<file path="src/rtl/mem_access_stage.sv">
// -----------------------------------------------------------------------------
// mem_access_stage
//
// Data-memory access stage that sits behind the instruction controller and ALU.
// Non-memory instructions are passed straight through to a registered
// writeback beat (1 instruction per cycle, 1-cycle latency). Loads and stores
// run a request/acknowledge transaction with data memory. The stage stalls
// upstream (in_ready low) while that transaction is outstanding, and abandons
// it after TIMEOUT cycles without an acknowledge.
//
// Ports
//   clock, reset            rising-edge clock, asynchronous active-low reset
//   in_valid / in_ready     upstream handshake; in_ready low means stall
//   alu_result, store_data  address (lw/sw) or result, and store data
//   ctrl_ram_we, ctrl_read_ram, ctrl_reg_we, rd
//                           controller decisions and destination register
//   mem_req/we/addr/wdata   data-memory request, held until mem_ack
//   mem_ack, mem_rdata      memory completion and load data
//   wb_valid/reg_we/rd/data one-cycle writeback beat per accepted instruction
//   err_range, err_timeout  sticky error flags, cleared only by reset
// -----------------------------------------------------------------------------
module mem_access_stage #(
    parameter int ADDR_WIDTH = 12,
    parameter int TIMEOUT    = 255
) (
    input  logic                  clock,
    input  logic                  reset,
    input  logic                  in_valid,
    output logic                  in_ready,
    input  logic [31:0]           alu_result,
    input  logic [31:0]           store_data,
    input  logic                  ctrl_ram_we,
    input  logic                  ctrl_read_ram,
    input  logic                  ctrl_reg_we,
    input  logic [4:0]            rd,
    output logic                  mem_req,
    output logic                  mem_we,
    output logic [ADDR_WIDTH-1:0] mem_addr,
    output logic [31:0]           mem_wdata,
    input  logic                  mem_ack,
    input  logic [31:0]           mem_rdata,
    output logic                  wb_valid,
    output logic                  wb_reg_we,
    output logic [4:0]            wb_rd,
    output logic [31:0]           wb_data,
    output logic                  err_range,
    output logic                  err_timeout
);

    typedef enum logic [0:0] {
        ST_IDLE = 1'b0,
        ST_REQ  = 1'b1
    } state_t;

    // The counter only has to reach TIMEOUT-1, and TIMEOUT is at most 65535.
    localparam int              CNT_W    = 16;
    localparam logic [CNT_W-1:0] CNT_LAST = CNT_W'(TIMEOUT - 1);

    state_t                  state_q,       state_d;
    logic [CNT_W-1:0]        cnt_q,         cnt_d;
    logic                    mem_req_q,     mem_req_d;
    logic                    mem_we_q,      mem_we_d;
    logic [ADDR_WIDTH-1:0]   mem_addr_q,    mem_addr_d;
    logic [31:0]             mem_wdata_q,   mem_wdata_d;
    logic [4:0]              req_rd_q,      req_rd_d;
    logic                    wb_valid_q,    wb_valid_d;
    logic                    wb_reg_we_q,   wb_reg_we_d;
    logic [4:0]              wb_rd_q,       wb_rd_d;
    logic [31:0]             wb_data_q,     wb_data_d;
    logic                    err_range_q,   err_range_d;
    logic                    err_timeout_q, err_timeout_d;

    logic                    is_mem_s;
    logic                    out_of_range_s;
    logic                    rd_nz_s;
    logic                    req_rd_nz_s;

    // Decode helpers for the instruction presented this cycle.
    always_comb begin
        // Both enables set is treated as a store; either one makes it a memory op.
        is_mem_s       = ctrl_ram_we | ctrl_read_ram;
        // Any address bit above the memory's word-address range is an error.
        out_of_range_s = ((alu_result >> ADDR_WIDTH) != 32'd0);
        rd_nz_s        = (rd != 5'd0);
        req_rd_nz_s    = (req_rd_q != 5'd0);
    end

    // Next-state and next-output logic for the IDLE/REQ controller.
    always_comb begin
        state_d       = state_q;
        cnt_d         = cnt_q;
        mem_req_d     = mem_req_q;
        mem_we_d      = mem_we_q;
        mem_addr_d    = mem_addr_q;
        mem_wdata_d   = mem_wdata_q;
        req_rd_d      = req_rd_q;
        wb_valid_d    = 1'b0;
        wb_reg_we_d   = 1'b0;
        wb_rd_d       = wb_rd_q;
        wb_data_d     = wb_data_q;
        err_range_d   = err_range_q;
        err_timeout_d = err_timeout_q;

        case (state_q)
            ST_IDLE: begin
                if (in_valid) begin
                    if (!is_mem_s) begin
                        // Plain ALU result: straight to writeback.
                        wb_valid_d  = 1'b1;
                        wb_reg_we_d = ctrl_reg_we & rd_nz_s;
                        wb_rd_d     = rd;
                        wb_data_d   = alu_result;
                    end else if (out_of_range_s) begin
                        // Bad address: no memory request, retire with no write.
                        err_range_d = 1'b1;
                        wb_valid_d  = 1'b1;
                        wb_reg_we_d = 1'b0;
                        wb_rd_d     = rd;
                        wb_data_d   = 32'd0;
                    end else begin
                        state_d     = ST_REQ;
                        cnt_d       = {CNT_W{1'b0}};
                        mem_req_d   = 1'b1;
                        mem_we_d    = ctrl_ram_we;
                        mem_addr_d  = alu_result[ADDR_WIDTH-1:0];
                        mem_wdata_d = ctrl_ram_we ? store_data : 32'd0;
                        req_rd_d    = rd;
                    end
                end else begin
                    wb_valid_d = 1'b0;
                end
            end

            ST_REQ: begin
                // An ack on the final allowed cycle still wins over the timeout.
                if (mem_ack) begin
                    state_d    = ST_IDLE;
                    mem_req_d  = 1'b0;
                    wb_valid_d = 1'b1;
                    wb_rd_d    = req_rd_q;
                    if (mem_we_q) begin
                        wb_reg_we_d = 1'b0;
                        wb_data_d   = 32'd0;
                    end else begin
                        wb_reg_we_d = req_rd_nz_s;
                        wb_data_d   = mem_rdata;
                    end
                end else if (cnt_q == CNT_LAST) begin
                    state_d       = ST_IDLE;
                    mem_req_d     = 1'b0;
                    err_timeout_d = 1'b1;
                    wb_valid_d    = 1'b1;
                    wb_reg_we_d   = 1'b0;
                    wb_rd_d       = req_rd_q;
                    wb_data_d     = 32'd0;
                end else begin
                    cnt_d = cnt_q + 16'd1;
                end
            end

            default: begin
                state_d   = ST_IDLE;
                mem_req_d = 1'b0;
            end
        endcase
    end

    // State and output registers; reset drops any outstanding request at once.
    always_ff @(posedge clock or negedge reset) begin
        if (!reset) begin
            state_q       <= ST_IDLE;
            cnt_q         <= {CNT_W{1'b0}};
            mem_req_q     <= 1'b0;
            mem_we_q      <= 1'b0;
            mem_addr_q    <= {ADDR_WIDTH{1'b0}};
            mem_wdata_q   <= 32'd0;
            req_rd_q      <= 5'd0;
            wb_valid_q    <= 1'b0;
            wb_reg_we_q   <= 1'b0;
            wb_rd_q       <= 5'd0;
            wb_data_q     <= 32'd0;
            err_range_q   <= 1'b0;
            err_timeout_q <= 1'b0;
        end else begin
            state_q       <= state_d;
            cnt_q         <= cnt_d;
            mem_req_q     <= mem_req_d;
            mem_we_q      <= mem_we_d;
            mem_addr_q    <= mem_addr_d;
            mem_wdata_q   <= mem_wdata_d;
            req_rd_q      <= req_rd_d;
            wb_valid_q    <= wb_valid_d;
            wb_reg_we_q   <= wb_reg_we_d;
            wb_rd_q       <= wb_rd_d;
            wb_data_q     <= wb_data_d;
            err_range_q   <= err_range_d;
            err_timeout_q <= err_timeout_d;
        end
    end

    // Output drive straight from the registers.
    always_comb begin
        in_ready    = (state_q == ST_IDLE);
        mem_req     = mem_req_q;
        mem_we      = mem_we_q;
        mem_addr    = mem_addr_q;
        mem_wdata   = mem_wdata_q;
        wb_valid    = wb_valid_q;
        wb_reg_we   = wb_reg_we_q;
        wb_rd       = wb_rd_q;
        wb_data     = wb_data_q;
        err_range   = err_range_q;
        err_timeout = err_timeout_q;
    end

endmodule
</file>
<file path="config.mk">
export PLATFORM = sky130hd
export DESIGN_NAME = mem_access_stage
export DESIGN_NICKNAME = d
export VERILOG_FILES = /design/src/rtl/mem_access_stage.sv
export SDC_FILE = /design/constraint.sdc
export NUM_CORES = 1
export LEC_CHECK = 0
export ABC_AREA = 1
export CAP_MARGIN = 30
export CORE_MARGIN = 8
export CORE_UTILIZATION = 25
export CTS_BUF_LIST = sky130_fd_sc_hd__clkbuf_4 sky130_fd_sc_hd__clkbuf_8 sky130_fd_sc_hd__clkbuf_16
export CTS_CLUSTER_DIAMETER = 200
export CTS_CLUSTER_SIZE = 28
export DETAILED_ROUTE_END_ITERATION = 7
export GPL_TIMING_DRIVEN = 0
export REMOVE_ABC_BUFFERS = 1
export SLEW_MARGIN = 30
export SYNTH_ARGS = -nofsm -noshare
export SYNTH_HDL_FRONTEND = slang
export SYNTH_SLANG_ARGS = --single-unit
</file>
<file path="constraint.sdc">
create_clock -name clock -period 3.75 [get_ports clock]
set_clock_uncertainty 0.15 [all_clocks]
set_input_delay 0.9375 -clock clock [delete_from_list [all_inputs] [get_ports clock]]
set_output_delay 0.9375 -clock clock [all_outputs]
set_load 0.02 [all_outputs]
</file>
==> tab_implementation.tex <==
\begin{tabular}{lr}
\hline
Metric & Value \\
\hline
\multicolumn{2}{l}{\textbf{Floorplanning}} \\
\quad Starting utilization of the core area & 25.6\% \\
\quad Die width & 163 um \\
\quad IO Pins & 196 \\
\quad Floorplan core area & 21100 sq um \\
\quad Die outline area & 26500 sq um \\
\quad Cell row count & 53 \\
\quad Die Span Y & 163 um \\
\multicolumn{2}{l}{\textbf{Power}} \\
\quad Worst VDD drop & 206 uV \\
\quad Leakage dissipation & 3.85 nW \\
\quad Power density over the cells & 322 nW/um\^{}2 \\
\multicolumn{2}{l}{\textbf{CTS}} \\
\quad Setup bufs post-CTS & 0 \\
\quad Bufs on Longest Clock Path & 2 \\
\quad Clock insertion delay at the later pin of the skew report & 0.36 ns \\
\quad Number of levels in the clock H-tree & 3 \\
\quad Root buffer cell & clkbuf\_16 \\
\quad Clock tree from TritonCTS & yes \\
\quad Number of buffers created by CTS & 9 \\
\quad Sinks on the clock net & 109 \\
\quad Clk pin slew, worst setup/hold paths & 0.08 ns \\
\multicolumn{2}{l}{\textbf{Finish}} \\
\quad Fillcell total & 2179 \\
\quad Most frequent standard cell in the layout excluding fill and tap cells & nand2\_1 \\
\quad Commonest non-fill, non-tap cells in the layout & nand2\_1 (259), clkdlybuf4s50\_1 (194), dfrtp\_1 (109) \\
\quad Layout Cells excl Fill & 1154 \\
\quad Count of antenna diodes in the layout & 0 \\
\quad Layout cell share with drive strength beyond 1 & 4.55\% \\
\quad Net total in the final layout & 984 \\
\quad Core utilization of the finished layout & 37.6\% \\
\quad Growth of design area from synthesis to finish & 47.1\% \\
\multicolumn{2}{l}{\textbf{Placement}} \\
\quad Worst setup timing slack at the placement stage & -0.153 ns \\
\quad Half-perimeter wire length after detailed placement & 12.9 mm \\
\quad Number of buffers added on ports & 195 \\
\quad Routability Congestion & 0.751 \\
\quad Number of placed instances with taps included & 1138 \\
\multicolumn{2}{l}{\textbf{STA}} \\
\quad Number of pins with negative max-slew slack in the final report & 0 \\
\quad Fin Hold WS & 0.269 ns \\
\quad Final count of hold timing violations & 0 \\
\quad Final worst path period need & 3.52 ns \\
\quad Worst-margin pin slew & 0.866 ns \\
\quad Final worst-path cycle share & 93.8\% \\
\quad Unrepaired setup endpoints after global routing & false \\
\quad Slack of the critical path & 0.233 ns \\
\quad Max Clk Rate & 0.284 GHz \\
\quad Final setup vio count & 0 \\
\quad Worst rel slew slack & 42.3\% \\
\multicolumn{2}{l}{\textbf{Flow run}} \\
\quad Number of maximum-capacitance violations & 0 \\
\multicolumn{2}{l}{\textbf{Critical path}} \\
\quad Crit path DAT & 2.43 ns \\
\quad Type of the setup path with the least slack & reg2out \\
\quad Startpoint of the most critical register-to-register path & state\_q \\
\quad Cell with the largest stage delay on the worst path & clkdlybuf4s50\_1 \\
\quad Crit-path leading delay family & buffers and inverters \\
\quad Top fanout value on the critical path & 33 \\
\quad WP data required & 2.66 ns \\
\quad Critical register-to-register path endpoint & mem\_wdata[15] \\
\quad Setup crit end kind & primary output \\
\quad Worst reg2reg setup slack & 0.42 ns \\
\quad Critical path buffer and inverter count & 2 \\
\quad Critical path, cell by cell & clkinv\_2, clkdlybuf4s50\_1 \\
\quad Delay of the slowest cell on the worst path & 0.71 ns \\
\quad Logic depth of the worst register-to-register path & 9 \\
\quad CP Launch Type & flop \\
\multicolumn{2}{l}{\textbf{Logic synthesis}} \\
\quad Number of flops mapped to enable cells by yosys & 0 \\
\quad Post-Syn Instances & 699 \\
\quad Sequential share of the synthesized area & 50.6\% \\
\quad Post-synthesis area per instance & 7.71 sq um \\
\quad Post-synth cell types & 30 \\
\quad Cell area after synthesis & 5390 sq um \\
\quad Post-synthesis async set-or-reset flop share & 100\% \\
\quad Number of synthesized register bits & 109 \\
\quad Most instantiated flip-flop cell in the synthesis netlist & dfrtp\_1 \\
\quad Count of yosys warnings during synthesis & 0 \\
\multicolumn{2}{l}{\textbf{Route}} \\
\quad Post-DR wirelength/cell & 15.8 um \\
\quad DR DRC count & 0 \\
\quad Routed vias/inst & 4.49 \\
\quad Via count & 5177 \\
\quad Number of detailed-route iterations in the first pass & 4 \\
\quad Remaining antenna violation count after routing & 0 \\
\quad Routed Wire Length & 18.2 mm \\
\quad Initial drt markers & 309 \\
\multicolumn{2}{l}{\textbf{Global route}} \\
\quad Number of global-route vias before repair & 5148 \\
\quad GR Overflow Total & 0 \\
\quad Overall routing resource usage & 13.8\% \\
\quad Pin count of the biggest net entering global routing & 80 \\
\quad Antenna violations before repair & 0 \\
\quad First-pass GRT wire length & 29.0 mm \\
\multicolumn{2}{l}{\textbf{Status}} \\
\quad Run status & completed \\
\multicolumn{2}{l}{\textbf{Worst hold path}} \\
\quad Hold Path Class & in2async \\
\hline
\end{tabular}
worst max path at each step:
stage	start	end	slack, ns	cells after the start
final	state_q	in_ready	0.23	2
after floorplan	alu_result[26]	mem_wdata[0]	0.02	7
after detailed placement	ctrl_ram_we	mem_wdata[27]	-0.15	9
after global routing	alu_result[21]	mem_wdata[15]	0.03	10
after CTS	state_q	mem_wdata[15]	0.18	9
after global placement	reset	mem_wdata[9]	-3.19	1
power by group:
| part | switching, mW | internal, mW | total [mW] |
|---|---|---|---|
| clock network | 0.495 | 0.531 | 1.03 |
| registers | 0.0135 | 1.20 | 1.21 |
| logic | 0.145 | 0.168 | 0.313 |
sequential cells by signal, summed over array words and instances (netlist names), 5 cells and up:
name       flops
mem_wdata     32
wb_rd          5
wb_data       32
req_rd_q       5
mem_addr      12
cnt_q         16
synth_stat cells (3+ instances only):
cell type,number,area (sq um)
o21ai_0,50,250
buf_2,11,55.1
nand4_1,42,263
nor2_1,46,173
nor2_2,4,25.0
nand2_2,3,18.8
nand2_1,259,972
nor3b_1,3,22.5
dfrtp_1,109,2730
o22ai_1,16,100
clkbuf_1,15,56.3
inv_1,70,263
nand3_1,36,180
nor3_1,4,20.0
buf_4,4,30.0
buf_6,7,78.8
cells by family after synthesis:
group                    synth area share (%)
AND/OR/NAND/NOR                          32.1
adder cells (fa/ha/maj)                 0.464
AO/OA/AOI/OAI                            7.26
buffers and inverters                    9.23
XOR/XNOR                                0.325
flip-flops                               50.6
area by class of cell:
| type | count | area, sq um | share of cell area (%) |
|---|---|---|---|
| tap | 275 | 344 | 4.34 |
| sequential | 109 | 2730 | 34.4 |
| clock inverter | 7 | 82.6 | 1.04 |
| multi-input combinational | 479 | 2190 | 27.6 |
| clock buffer | 9 | 225 | 2.84 |
| inverter | 72 | 272 | 3.42 |
| timing repair buffer | 203 | 2090 | 26.3 |
stage by stage:
step	instance area, sq um	power [mW]	setup TNS [ns]
after CTS	7930	2.61	0
after floorplan	5160	1.33	0
after global placement	7460	1.55	-522.65
after detailed placement	7620	1.55	-1.41
final	7930	2.55	0
after global routing	7930	2.67	0
what timing repair did:
action | CTS | global route
endpoints found under the setup margin | 0 | 1
endpoints found under the hold margin | 0 | 0
hold buffers | 0 | 0
gates resized for setup | 0 | 1
layer usage:
layer	global-route usage [%]	vias up	routed length [um]
li1	-	2583	-
met1	17.4	2417	7930
met2	21.3	158	8480
met3	4.95	19	1520
met4	5.05	0	298
met5	0	-	0
Note: power is estimated with default switching activity, not from simulation.
